$ cat src/rtl/modulus_seq_pkg.sv
`default_nettype none
// ============================================================================
// Module   : modulus_seq_pkg
// Brief    : Shared types and constants for the fractional modulus sequencer.
// Revision : 1.0 - initial release
// ============================================================================
package modulus_seq_pkg;

    typedef enum logic [0:0] {
        IDLE = 1'b0,
        RUN  = 1'b1
    } seq_state_t;

    localparam int c_ACC_W_DEFAULT = 8;

    // Dither polynomial x^15 + x^14 + 1: feedback from bits 14 and 13.
    localparam int                    c_LFSR_W    = 15;
    localparam logic [c_LFSR_W-1:0]   c_LFSR_TAPS = 15'h6000;

endpackage
`default_nettype wire

$ cat src/rtl/dsm_lfsr.sv
`default_nettype none
// ============================================================================
// Module   : dsm_lfsr
// Brief    : 15-bit Fibonacci LFSR supplying the dither bit; steps on advance.
// Revision : 1.0 - initial release
// ============================================================================
module dsm_lfsr
    import modulus_seq_pkg::*;
#(
    parameter logic [c_LFSR_W-1:0] SEED = 15'h4A5B
) (
    input  logic clk,
    input  logic rst_n,
    input  logic advance,
    output logic bit_out
);

    logic [c_LFSR_W-1:0] r_lfsr;
    logic                w_feedback;

    assign w_feedback = ^(r_lfsr & c_LFSR_TAPS);

    always_ff @(posedge clk or negedge rst_n) begin
        if (!rst_n) begin
            r_lfsr <= SEED;
        end else if (advance) begin
            r_lfsr <= {r_lfsr[c_LFSR_W-2:0], w_feedback};
        end
    end

    assign bit_out = r_lfsr[0];

endmodule
`default_nettype wire

$ cat src/rtl/modulus_sequencer.sv
`default_nettype none
// ============================================================================
// Module   : modulus_sequencer
// Brief    : First-order accumulator driving a 240/248 dual-modulus divider,
//            with optional LFSR dither and a post-update settle indicator.
// Revision : 1.0 - initial release
// ============================================================================
module modulus_sequencer
    import modulus_seq_pkg::*;
#(
    parameter int                  ACC_W         = c_ACC_W_DEFAULT,
    parameter int                  SETTLE_CYCLES = 64,
    parameter logic [c_LFSR_W-1:0] LFSR_SEED     = 15'h4A5B
) (
    input  logic             clk,
    input  logic             rst_n,
    input  logic             enable,
    input  logic             dither_en,
    input  logic [ACC_W-1:0] frac_word,
    input  logic             frac_valid,
    output logic             frac_ready,
    output logic             select_mode,
    output logic             settled
);

    localparam int                c_CNT_W       = (SETTLE_CYCLES < 1) ? 1 : $clog2(SETTLE_CYCLES + 1);
    localparam logic [c_CNT_W-1:0] c_SETTLE_INIT = c_CNT_W'(SETTLE_CYCLES);
    localparam logic [c_CNT_W-1:0] c_CNT_ONE     = c_CNT_W'(1);

    seq_state_t         r_state;
    seq_state_t         w_state_next;
    logic [ACC_W-1:0]   r_acc;
    logic [ACC_W-1:0]   r_frac;
    logic               r_select;
    logic [c_CNT_W-1:0] r_settle_cnt;
    logic               w_accept;
    logic               w_running;
    logic               w_lfsr_advance;
    logic               w_lfsr_bit;
    logic               w_dither_bit;
    logic [ACC_W:0]     w_sum;

    assign frac_ready     = 1'b1;
    assign w_accept       = frac_valid & frac_ready;
    // Accumulate only on edges that keep us in RUN; the exit edge behaves as IDLE.
    assign w_running      = (r_state == RUN) & enable;
    assign w_lfsr_advance = (r_state == RUN) & dither_en;
    assign w_dither_bit   = dither_en & w_lfsr_bit;
    assign w_sum          = {1'b0, r_acc} + {1'b0, r_frac} + {{ACC_W{1'b0}}, w_dither_bit};

    dsm_lfsr #(
        .SEED (LFSR_SEED)
    ) u_lfsr (
        .clk     (clk),
        .rst_n   (rst_n),
        .advance (w_lfsr_advance),
        .bit_out (w_lfsr_bit)
    );

    always_ff @(posedge clk or negedge rst_n) begin
        if (!rst_n) begin
            r_state <= IDLE;
        end else begin
            r_state <= w_state_next;
        end
    end

    always_comb begin
        w_state_next = r_state;
        settled      = 1'b0;
        case (r_state)
            IDLE: begin
                if (enable) w_state_next = RUN;
            end
            RUN: begin
                if (!enable) w_state_next = IDLE;
                settled = (r_settle_cnt == '0);
            end
            default: w_state_next = IDLE;
        endcase
    end

    always_ff @(posedge clk or negedge rst_n) begin
        if (!rst_n) begin
            r_acc        <= '0;
            r_frac       <= '0;
            r_select     <= 1'b0;
            r_settle_cnt <= c_SETTLE_INIT;
        end else begin
            if (w_accept) begin
                r_frac <= frac_word;
            end
            if (w_running) begin
                r_acc    <= w_sum[ACC_W-1:0];
                r_select <= w_sum[ACC_W];
                if (w_accept) begin
                    r_settle_cnt <= c_SETTLE_INIT;
                end else if (r_settle_cnt != '0) begin
                    r_settle_cnt <= r_settle_cnt - c_CNT_ONE;
                end
            end else begin
                r_acc        <= '0;
                r_select     <= 1'b0;
                r_settle_cnt <= c_SETTLE_INIT;
            end
        end
    end

    assign select_mode = r_select;

endmodule
`default_nettype wire

$ cat config.mk
export PLATFORM = sky130hd
export DESIGN_NAME = modulus_sequencer
export DESIGN_NICKNAME = d
export VERILOG_FILES = /design/src/rtl/modulus_seq_pkg.sv /design/src/rtl/dsm_lfsr.sv /design/src/rtl/modulus_sequencer.sv
export SDC_FILE = /design/constraint.sdc
export NUM_CORES = 1
export LEC_CHECK = 0
export ABC_AREA = 1
export CAP_MARGIN = 40
export CORE_MARGIN = 3
export CORE_UTILIZATION = 62
export CTS_CLUSTER_DIAMETER = 80
export DETAILED_ROUTE_END_ITERATION = 8
export PLACE_DENSITY = 0.84
export SETUP_SLACK_MARGIN = 0.02
export SLEW_MARGIN = 20
export SYNTH_ARGS = -nofsm -noshare
export SYNTH_HDL_FRONTEND = slang
export SYNTH_HIERARCHICAL = 1
export SYNTH_SLANG_ARGS = --single-unit
$ cat constraint.sdc
create_clock -name clk -period 3.7 [get_ports clk]
set_input_delay 0.37 -clock clk [delete_from_list [all_inputs] [get_ports clk]]
set_output_delay 0.37 -clock clk [all_outputs]
set_load 0.01 [all_outputs]
======== Word level (Yosys, flattened, before mapping) ========
Cells that the tools add are included.
word-level totals
  output and inout port bits .............. 3
  flip-flop bits (word level) ............. 40
  logic and storage cells ................. 23
cells by class
  $add $sub $neg .......................... 3
  bitwise operators ....................... 3
  reductions and logical operators ........ 3
  multiplexer cells ....................... 7
  equal/unequal tests ..................... 1
operators with widths
  cell                                                                 count
  7-bit 2-to-1 mux                                                     3
  15-bit parity                                                        1
  8-bit by 8-bit adder with 9-bit output                               1
  9-bit by 1-bit adder with 9-bit output                               1
  8-bit 2-to-1 mux                                                     1
  7-bit logical NOT                                                    1
  7-bit nonzero test                                                   1
  7-bit by 1-bit subtractor with 7-bit output (second input constant)  1
  1-bit AND                                                            3
  1-bit 2-to-1 mux                                                     3
  3-bit by 2-bit != test with 1-bit output (second input constant)     1

======== Depth between registers and ports, before layout ========
  depth in word-level cells ............... 4
  mapped depth ............................ 9
  mapped depth without buffers ............ 9

======== Modules after synthesis ========
The synthesis kept the hierarchy.
modules (own cells, without submodules)
  module             seq. area each (µm²)  area each (µm²)  instances  cells each
  modulus_sequencer  626.9                 1418.9           1          180
  dsm_lfsr           385.4                 603.1            1          61

======== Worst setup path after synthesis ========
Ideal clock, no wire load.
  path kind ............................... flip-flop to flip-flop
  start ................................... register u_lfsr.r_lfsr[0]
  end ..................................... register r_select (netlist: select_mode)
  cell stages (with the launch flop) ...... 9
  data arrival time ....................... 1723 ps
  setup time .............................. 77 ps
  setup slack ............................. 1900 ps
  data required time ...................... 3623 ps
  cells stage by stage .................... dfstp_2 > nand2_1 > fa_1 > fa_1 > inv_1 > nand2_1 > nand3_1 > nand2_1 > a21oi_1
on the way
  longest elaborated chain between the ends .. 3
ends and longest elaborated chain
  what                                    RTL line                 source
  start: declaration                      dsm_lfsr.sv:18           logic [c_LFSR_W-1:0] r_lfsr;
  start signal: assignment                dsm_lfsr.sv:27           r_lfsr <= {r_lfsr[c_LFSR_W-2:0], w_feedback};
  1-bit AND                               modulus_sequencer.sv:48  assign w_dither_bit = dither_en & w_lfsr_bit;
  9-bit by 1-bit adder with 9-bit output  modulus_sequencer.sv:49  assign w_sum = {1'b0, r_acc} + {1'b0, r_frac} + {{ACC_W{1'b0}}, w_dither_bit};
  1-bit 2-to-1 mux                        modulus_sequencer.sv:93  if (w_running) begin
  end signal: assignment                  modulus_sequencer.sv:95  r_select <= w_sum[ACC_W];
  end: declaration                        modulus_sequencer.sv:34  logic r_select;
Every way passes these cells.
A chain may end at the register's enable or synchronous reset.

======== Worst setup path after layout ========
  start ................................... register r_settle_cnt[0]
  end ..................................... output settled
on the way
  longest elaborated chain between the ends .. 2
ends and longest elaborated chain
  what                      RTL line                 source
  start: declaration        modulus_sequencer.sv:35  logic [c_CNT_W-1:0] r_settle_cnt;
  start signal: assignment  modulus_sequencer.sv:88  r_settle_cnt <= c_SETTLE_INIT;
  start signal: assignment  modulus_sequencer.sv:97  r_settle_cnt <= c_SETTLE_INIT;
  start signal: assignment  modulus_sequencer.sv:99  r_settle_cnt <= r_settle_cnt - c_CNT_ONE;
  7-bit logical NOT         modulus_sequencer.sv:77  settled = (r_settle_cnt == '0);
  1-bit 2-to-1 mux          modulus_sequencer.sv:71  case (r_state)
  end: declaration          modulus_sequencer.sv:23  output logic settled
Every way passes these cells.

==> out/metrics.yaml <==
finalMaxSlewViolations: 0
peakVddDrop_mv: 0.277
hold_viol_final: 0
grt_max_degree: 26
grtUsageTotal_pct: 20.1
grt_remaining_overflow: 0
clockBufferDepth: 2
cts_tree: "built"
powerDensity_nw_per_um2: 420
synth_warnings: 6
synth.avg_cell_area_um2: 8.39
seq_area_frac_synth_pct: 50.1
outcome: "completed"
power.share.clock_pct: 24.0
die_area_um2: 3980
antenna_found_initial: 0
multi_input_area_um2: 821
final_net_count: 282
sequentialPowerShare_pct: 56.3
cap_viol_max_count: 0
portBuffers: 14
regArea_um2: 1010
switching_share_pct: 29.0
numClockSinks: 40
drc: 0
dp_hpwl_mm: 2.57
num_io_pins: 16
via_per_inst: 5.01
critPathLaunchType: "register"
postCtsResizedCells: 0
grt_pass1_wl_mm: 6.29
cts_inserted_buffers: 5
fillers: 249
intPower_mw: 0.676
critPathKind: "register to primary output"
vias: 1523
p_switching_mw: 0.277
synth_area_um2: 2020
cts-root-buf: "clkbuf_4"
wl_per_cell_um: 11.1
hold_class: "register to register"
fp.dieW_um: 63.1
clock_latency_ns: 0.35
critical_path_arrival_ns: 1.93
p_leak_nw: 1.17
path_max_fanout: 6
cp.required_ns: 3.33
power_mw: 0.953
detail-route-antenna-nets: 0
start_util_pct: 65.7
drt_iter0_drc: 157
ys_types: 29
post-route-period-util_pct: 62.1
postCtsSetupBuffers: 0
gp_congestion: 0.821
layout-drive-gt1-share_pct: 13.8
htreeDepth: 2
timing.setup.tns_ns: 0
placementRows: 20
syn_to_final_growth_pct: 12.1
core_area_um2: 3080
ys_ff_latch: 40
drt_pre_antenna_iters: 4
dieHeight_um: 63.1
wirelength_mm: 3.36
fmax_mhz: 435
setup_violations: 0
syn_nets: 264
antennaDiodeCount: 0
comb_power_share_pct: 19.7
grt_pass1_vias: 1438
fin_crit_ns: 2.30
worstSetupEndpointType: "primary output"
synthCells: 241
skew_ns: 0.00838
grt_setup_unrepaired: "false"
ctsHoldBuffers: 1
clk_pin_slew_ns: 0.11
cells in the mapped netlist, drive strengths merged:
| cell type | count | area share [%] |
|---|---|---|
| nor2 | 18 | 3.8 |
| nor3 | 2 | 0.74 |
| fa | 2 | 2.0 |
| nand2 | 85 | 17 |
| a21oi | 9 | 2.2 |
| buf | 4 | 1.9 |
| ha | 8 | 5.0 |
| o21ai | 20 | 5.7 |
| o21a | 1 | 0.37 |
| xor2 | 1 | 0.43 |
| nand3 | 8 | 2.2 |
| dfstp | 9 | 12 |
| a31oi | 1 | 0.31 |
| nand4 | 2 | 0.62 |
| conb | 1 | 0.19 |
| clkbuf | 1 | 0.19 |
| dfrtp | 31 | 38 |
| inv | 38 | 7.3 |
placed cells by master, fill, tap and decap left out, types with 5 or more instances in the layout:
master,count
nand2_1,79
inv_1,33
dfrtp_1,31
nor2_1,16
o21ai_0,13
clkdlybuf4s50_1,13
a21oi_1,9
dfstp_2,9
ha_1,8
nand3_1,7
clkbuf_4,5
final cells by class:
| type | count | share of cell area [%] |
|---|---|---|
| Sequential cell | 40 | 44.6 |
| Timing Repair Buffer | 16 | 7.62 |
| Tap cell | 44 | 2.43 |
| Inverter | 38 | 6.51 |
| Clock buffer | 8 | 2.59 |
| Multi-Input combinational cell | 158 | 36.2 |
worst paths after layout:
| kind | startpoint | to | slack [ns] | cells after the start |
|---|---|---|---|---|
| worst max-delay path | r_settle_cnt[0] | settled | 1.40 | 7 |
| worst min-delay path | u_lfsr/r_lfsr[1] | u_lfsr/r_lfsr[1] | 0.47 | 2 |
| worst max register to register | u_lfsr/r_lfsr[0] | select_mode | 1.73 | 8 |
| worst min register to register | u_lfsr/r_lfsr[1] | u_lfsr/r_lfsr[1] | 0.47 | 2 |
| max in group asynchronous | rst_n | u_lfsr/r_lfsr[11] | 2.68 | 3 |
| min in group asynchronous | rst_n | r_acc[5] | 0.48 | 2 |
cell families (layout without fill, tap and decap cells):
group                      after synthesis  in the layout  synth area share, %
and+or+nand+nor                        115            115                 24.4
buffers and inverters                   43             62                 9.34
DFF                                     40             40                 50.1
AOI/OAI and AO/OA                       31             31                 8.60
adders and majority gates               10             10                 6.93
other                                    1              1                0.185
xor gates and xnor gates                 1              1                0.433
power groups by stage:
stage / clock (mW) / combinational, mW / sequential [mW]
3_5_place_dp: 0 / 0.188 / 0.544
6_report: 0.229 / 0.188 / 0.536
3_3_place_gp: 0 / 0.178 / 0.543
4_1_cts: 0.239 / 0.190 / 0.536
2_1_floorplan: 0 / 0.138 / 0.537
5_1_grt: 0.259 / 0.221 / 0.544
routing by layer:
metal,vias to the layer above,global-route usage [%],share of wire [%]
met3,2,6.95,6.8
met4,0,5.23,0.30
met2,36,30.4,46
met1,705,27.9,47
met5,-,0,0
li1,780,-,-
per-stage QoR:
stage	area [µm²]	hold WS [ns]	worst slack [ns]	util, %	cells
after floorplan	2020	0.0744	1.90	-	241
after global placement	2170	0.454	1.46	70.5	294
after detailed placement	2200	0.321	1.39	71.4	295
after CTS	2270	0.471	1.36	73.7	304
after global routing	2270	0.500	1.24	73.7	304
final	2270	0.469	1.40	73.7	304
critical path, cell delays in order (launching register included):
cell	delay, ns
dfrtp_1	0.43
inv_1	0.07
ha_1	0.21
nand2_2	0.08
inv_2	0.07
nand2_4	0.08
nor2_1	0.10
clkdlybuf4s50_1	0.54
flip-flops by register name (all words and copies together), names as in the netlist:
| register | cells |
|---|---|
| r_acc | 8 |
| r_frac | 8 |
| r_settle_cnt | 7 |
| r_state | 1 |
| select_mode | 1 |
| u_lfsr/r_lfsr | 15 |
Note: power is estimated with default switching activity, not from simulation.
==> edit 1, RTL diff (same settings) <==
`SETTLE_CYCLES`: 64 -> 128.
--- a/src/rtl/modulus_sequencer.sv
+++ b/src/rtl/modulus_sequencer.sv
@@ -9,7 +9,7 @@
     import modulus_seq_pkg::*;
 #(
     parameter int                  ACC_W         = c_ACC_W_DEFAULT,
-    parameter int                  SETTLE_CYCLES = 64,
+    parameter int                  SETTLE_CYCLES = 128,
     parameter logic [c_LFSR_W-1:0] LFSR_SEED     = 15'h4A5B
 ) (
     input  logic             clk,
Behaviour: no difference found for any inputs over 4 cycles, from zero or initial values and one cycle with rst_n low; that may be too few to reach the edited logic, so the function may still have changed.
==> edit 1 against the original RTL <==
Power rose by 7.1%. Setup slack improved by 22 ps. Combinational power rose by 3%. Maximum frequency rose by 0.96%. Register-to-register slack got worse by 100 ps. Cell area rose by 2.2%. Die area rose by 2.1%. Clock power rose by 22%. Highest routed layer unchanged. Sequential cell count rose by 1. First-iteration DRC count fell by 15%. Synthesized area rose by 2.4%. Routed wire length rose by 6.7%.
==> edit 1: results (changes against the original RTL) <==
Max stage delay cell, worst path clkdlybuf4s50_1; hold crit path type in2async; VDD IR-drop max 0.0002487 V (-10%); Synth Area in Compound Gates 8.646% (+0.044 points); All-Layer GR Usage 20.40% (+0.27 points); GPL Wtd Cong 0.8653 (+5.4%); P_int 0.0007335 W (+8.4%); WL per Instance 11.80 um (+6.7%); pwr dens 440.9 nW/um2 (+4.8%); first-pass GRT wire length 6396 um (+1.7%); sequential area share after synthesis 50.12% (+0.059 points); 1st-iter DRT viols 134 (-15%); R2R setup slack 1630 ps (-100 ps); # H-tree levels 2 (unchanged); top post-synthesis cells by area dfrtp_1, nand2_1, dfstp_2; Setup Buffers After CTS 0 (unchanged); RR Endpoint r_acc[6]; peak per-stage delay on the critical path about 530 ps; vias in the first global route 1,407 (-2.2%); DRT Pass-1 Iters 4 (unchanged); ANT cells 0 (unchanged); nets 284 (+0.71%); Top Metal Used met4; Util after Layout 74.04% (+0.38 points); CTS max path bufs 2 (unchanged); largest net degree at the start of global routing 27 (+3.8%); via count 1,544 (+1.4%); XOR/XNOR share of the synthesized area 1.270% (+0.84 points); Setup Skew 9.334 ps (+0.9550 ps); Biggest register u_lfsr/r_lfsr; Unique masters post-synth 27 (-6.9%); mux share of post-synthesis cell area 0% (unchanged); arrival time worst endpoint 1910 ps (-20 ps); Critical Path Sink settled; leakage 1.170 nW (+0.40%); Post-Syn Nets 267 (+1.1%); Post-CTS Hold Fix Bufs 1 (unchanged); Yosys warnings 6 (unchanged); Fin Hold WS 456.0 ps (-12.48 ps); asr flop ratio synth 100.0% (unchanged); FF-to-FF path depth 7 (-1); commonest cells in the netlist nand2_1, inv_1, dfrtp_1; sequential power share 53.8% (-2.5 points); clock slew seen by the registers of the worst setup and hold paths around 120 ps; outcome completed; Comb power frac 19.0% (-0.7 points); largest family of logic cells by synthesized area simple AND/OR/NAND/NOR gates; WL met1 1765 um (+13%); share of cells above drive strength 1 12.69% (-1.2 points); Crit Path Max Fanout 7 (+1); Post-Synth Adder-Cell Area 7.376% (+0.45 points); Fill cells 236 (-5.2%); minimum clock period 2276 ps (-21.83 ps); Skew-Pair Late Insertion Delay 340 ps; post-place setup slack 1307 ps (-79.42 ps); met3 wire len 136 um (-41%); syn avg cell area 8.516 um2 (+1.5%); Placed Area 2233 um2 (+1.6%); DP HPWL 2623 um (+2.2%); met2 wire length 1651 um (+6.2%)
-- edit 1: cell count changes in the layout (fill, tap and decap cells not counted), sizes merged, moves of 2 or more --
cell,before,now
nand2,85,71
nand3,8,14
nand4,2,4
a21oi,9,12
xor2,1,3
clkbuf,8,5
-- edit 1: layer usage --
layer | GRT usage (%) | vias up
met4 | 8.356 | 0
met5 | 0 | -
met2 | 31.16 | 30
li1 | - | 794
met3 | 4.394 | 4
met1 | 28.37 | 716
-- edit 1: final cells by class --
| cell class | instances | share of cell area [%] |
|---|---|---|
| Sequential cell | 41 | 44.79 |
| Clock buffer | 5 | 1.621 |
| Multi-Input combinational cell | 159 | 36.47 |
| Timing Repair Buffer | 16 | 7.131 |
| Tap cell | 44 | 2.377 |
| Clock inverter | 2 | 1.513 |
| Inverter | 37 | 6.105 |
-- edit 1: kinds of logic after synthesis --
family,Yosys count
AND/OR/NAND/NOR,111
buffers and inverters,43
flip-flops,41
AO/OA/AOI/OAI,33
adder cells (fa/ha/maj),11
XOR/XNOR,3
other,1
==> edit 2, RTL diff (config.mk and constraints unchanged) <==
Without the edit above. Reset style: synchronous (`rst_n`), changed in 3 clocked blocks.
--- a/src/rtl/dsm_lfsr.sv
+++ b/src/rtl/dsm_lfsr.sv
@@ -20,7 +20,7 @@
 
     assign w_feedback = ^(r_lfsr & c_LFSR_TAPS);
 
-    always_ff @(posedge clk or negedge rst_n) begin
+    always_ff @(posedge clk) begin
         if (!rst_n) begin
             r_lfsr <= SEED;
         end else if (advance) begin
--- a/src/rtl/modulus_sequencer.sv
+++ b/src/rtl/modulus_sequencer.sv
@@ -57,7 +57,7 @@
         .bit_out (w_lfsr_bit)
     );
 
-    always_ff @(posedge clk or negedge rst_n) begin
+    always_ff @(posedge clk) begin
         if (!rst_n) begin
             r_state <= IDLE;
         end else begin
@@ -80,7 +80,7 @@
         endcase
     end
 
-    always_ff @(posedge clk or negedge rst_n) begin
+    always_ff @(posedge clk) begin
         if (!rst_n) begin
             r_acc        <= '0;
             r_frac       <= '0;
Function: differs if rst_n is asserted again (counterexample within 4 cycles, from zero or initial values and one cycle with rst_n low); with rst_n held inactive, the same outputs for 4 cycles.
==> edit 2 against the original RTL <==
Setup slack worse by 130 ps. Sequential cell count unchanged. Cell count down 4.9%. Clock skew up 3.9 ps. Routed wire length down 7.1%. Via count down 5.6%. Cell area down 8.4%. Synthesized area down 9.2%. Largest cell class is now multi-input gates. Sequential share of layout area down 6.1 points.
Power is not compared: it rests on default switching activity, and its combinational part moved more than twofold at a synthesized area within 25%.
==> edit 2: results (changes against the original RTL) <==
outcome completed; Post-Synth Adder-Cell Area 8.311% (+1.4 points); nets 281 (-0.35%); top post-synthesis cells by area dfxtp_1, nor2_1, nand2_1; DP HPWL 2377 um (-7.4%); first-pass GRT wire length 5230 um (-17%); vias in the first global route 1,263 (-12%); Most used DFF post-synth dfxtp_1; largest net degree at the start of global routing 24 (-7.7%); Synth Area in Compound Gates 8.856% (+0.25 points); XOR/XNOR share of the synthesized area 1.907% (+1.5 points); WL per Instance 10.80 um (-2.3%); Setup Buffers After CTS 0 (unchanged); Skew-Pair Late Insertion Delay about 340 ps; Placed Area 1987 um2 (-9.6%); arrival time worst endpoint 2060 ps (+130 ps); Unique masters post-synth 33 (+14%); Crit Path Max Fanout 5 (-1); commonest cells in the netlist nor2_1, nand2_1, dfxtp_1; All-Layer GR Usage 18.99% (-1.1 points); Setup crit start r_settle_cnt[1]; Yosys warnings 6 (unchanged); worst r2r src u_lfsr/r_lfsr[0]; sequential area share after synthesis 43.60% (-6.5 points); via count 1,438 (-5.6%); GPL Wtd Cong 0.7451 (-9.3%); Setup Skew 12.24 ps (+3.865 ps); CTS buffer count 5 (unchanged); Sw Pwr 0.0001928 W; 1st-iter DRT viols 81 (-48%); Fill cells 221 (-11%); biggest regs u_lfsr/r_lfsr x15, r_acc x8, r_frac x8; hold path start u_lfsr/r_lfsr[5]; leakage 1.020 nW; asr flop ratio synth 0% (-100 points); Root Driver clkbuf_4; DRT Pass-1 Iters 5 (+1); Post-synth EDFFs 0 (unchanged); share of cells above drive strength 1 8.527% (-5.3 points)
[edit 2: changes by cell type after synthesis, sizes merged, moves of 7 or more]
cell	delta
nor2	+34
dfrtp	-31
nand2	-41
nand3	+7
inv	-9
dfstp	-9
dfxtp	+40
[edit 2: metrics by stage]
stage | worst slack (ps) | power (W) | util, % | std cells
2_1_floorplan | 2145 | 0.0005225 | - | 240
3_3_place_gp | 1575 | 0.0005451 | 71.44 | 281
3_5_place_dp | 1528 | 0.0005482 | 71.44 | 281
4_1_cts | 1262 | 0.0008471 | 74.67 | 289
5_1_grt | 1154 | 0.0008828 | 74.67 | 289
6_report | 1273 | 0.0008381 | 74.67 | 289
[edit 2: cells by family (layout without fill, tap and decap cells)]
group,after synthesis,in the layout
buffers and inverters,35,53
xor gates and xnor gates,4,4
and+or+nand+nor,118,118
other,1,1
adders and majority gates,11,11
AOI/OAI and AO/OA,31,31
DFF,40,40
[edit 2: critical path: stages, from the launching register on]
cell and delay [ps]:
dfxtp_1 320, inv_1 140, ha_1 180, nand3_1 120, nor2_4 160, inv_1 120, nor2_1 130, clkdlybuf4s50_1 550
[edit 2: final timing paths]
path,to,slack [ps],cells past startpoint
hold / removal,u_lfsr/r_lfsr[6],470,2
hold reg to reg,u_lfsr/r_lfsr[6],470,2
setup / recovery,settled,1270,7
setup reg to reg,select_mode,2030,10
[edit 2: area by class of cell]
type	count	share of cell area, %
Multi-Input combinational cell	165	42.59
Sequential cell	40	38.55
Timing Repair Buffer	15	7.108
Inverter	30	5.542
Clock buffer	6	2.470
Clock inverter	2	1.867
Tap cell	31	1.867
[edit 2: routing by layer]
layer	vias up	global-route usage (%)	part of all wire (%)
li1	787	-	-
met4	0	5.882	1.1
met5	-	0	0
met2	23	30.71	47
met3	4	6.809	4.0
met1	624	23.85	48
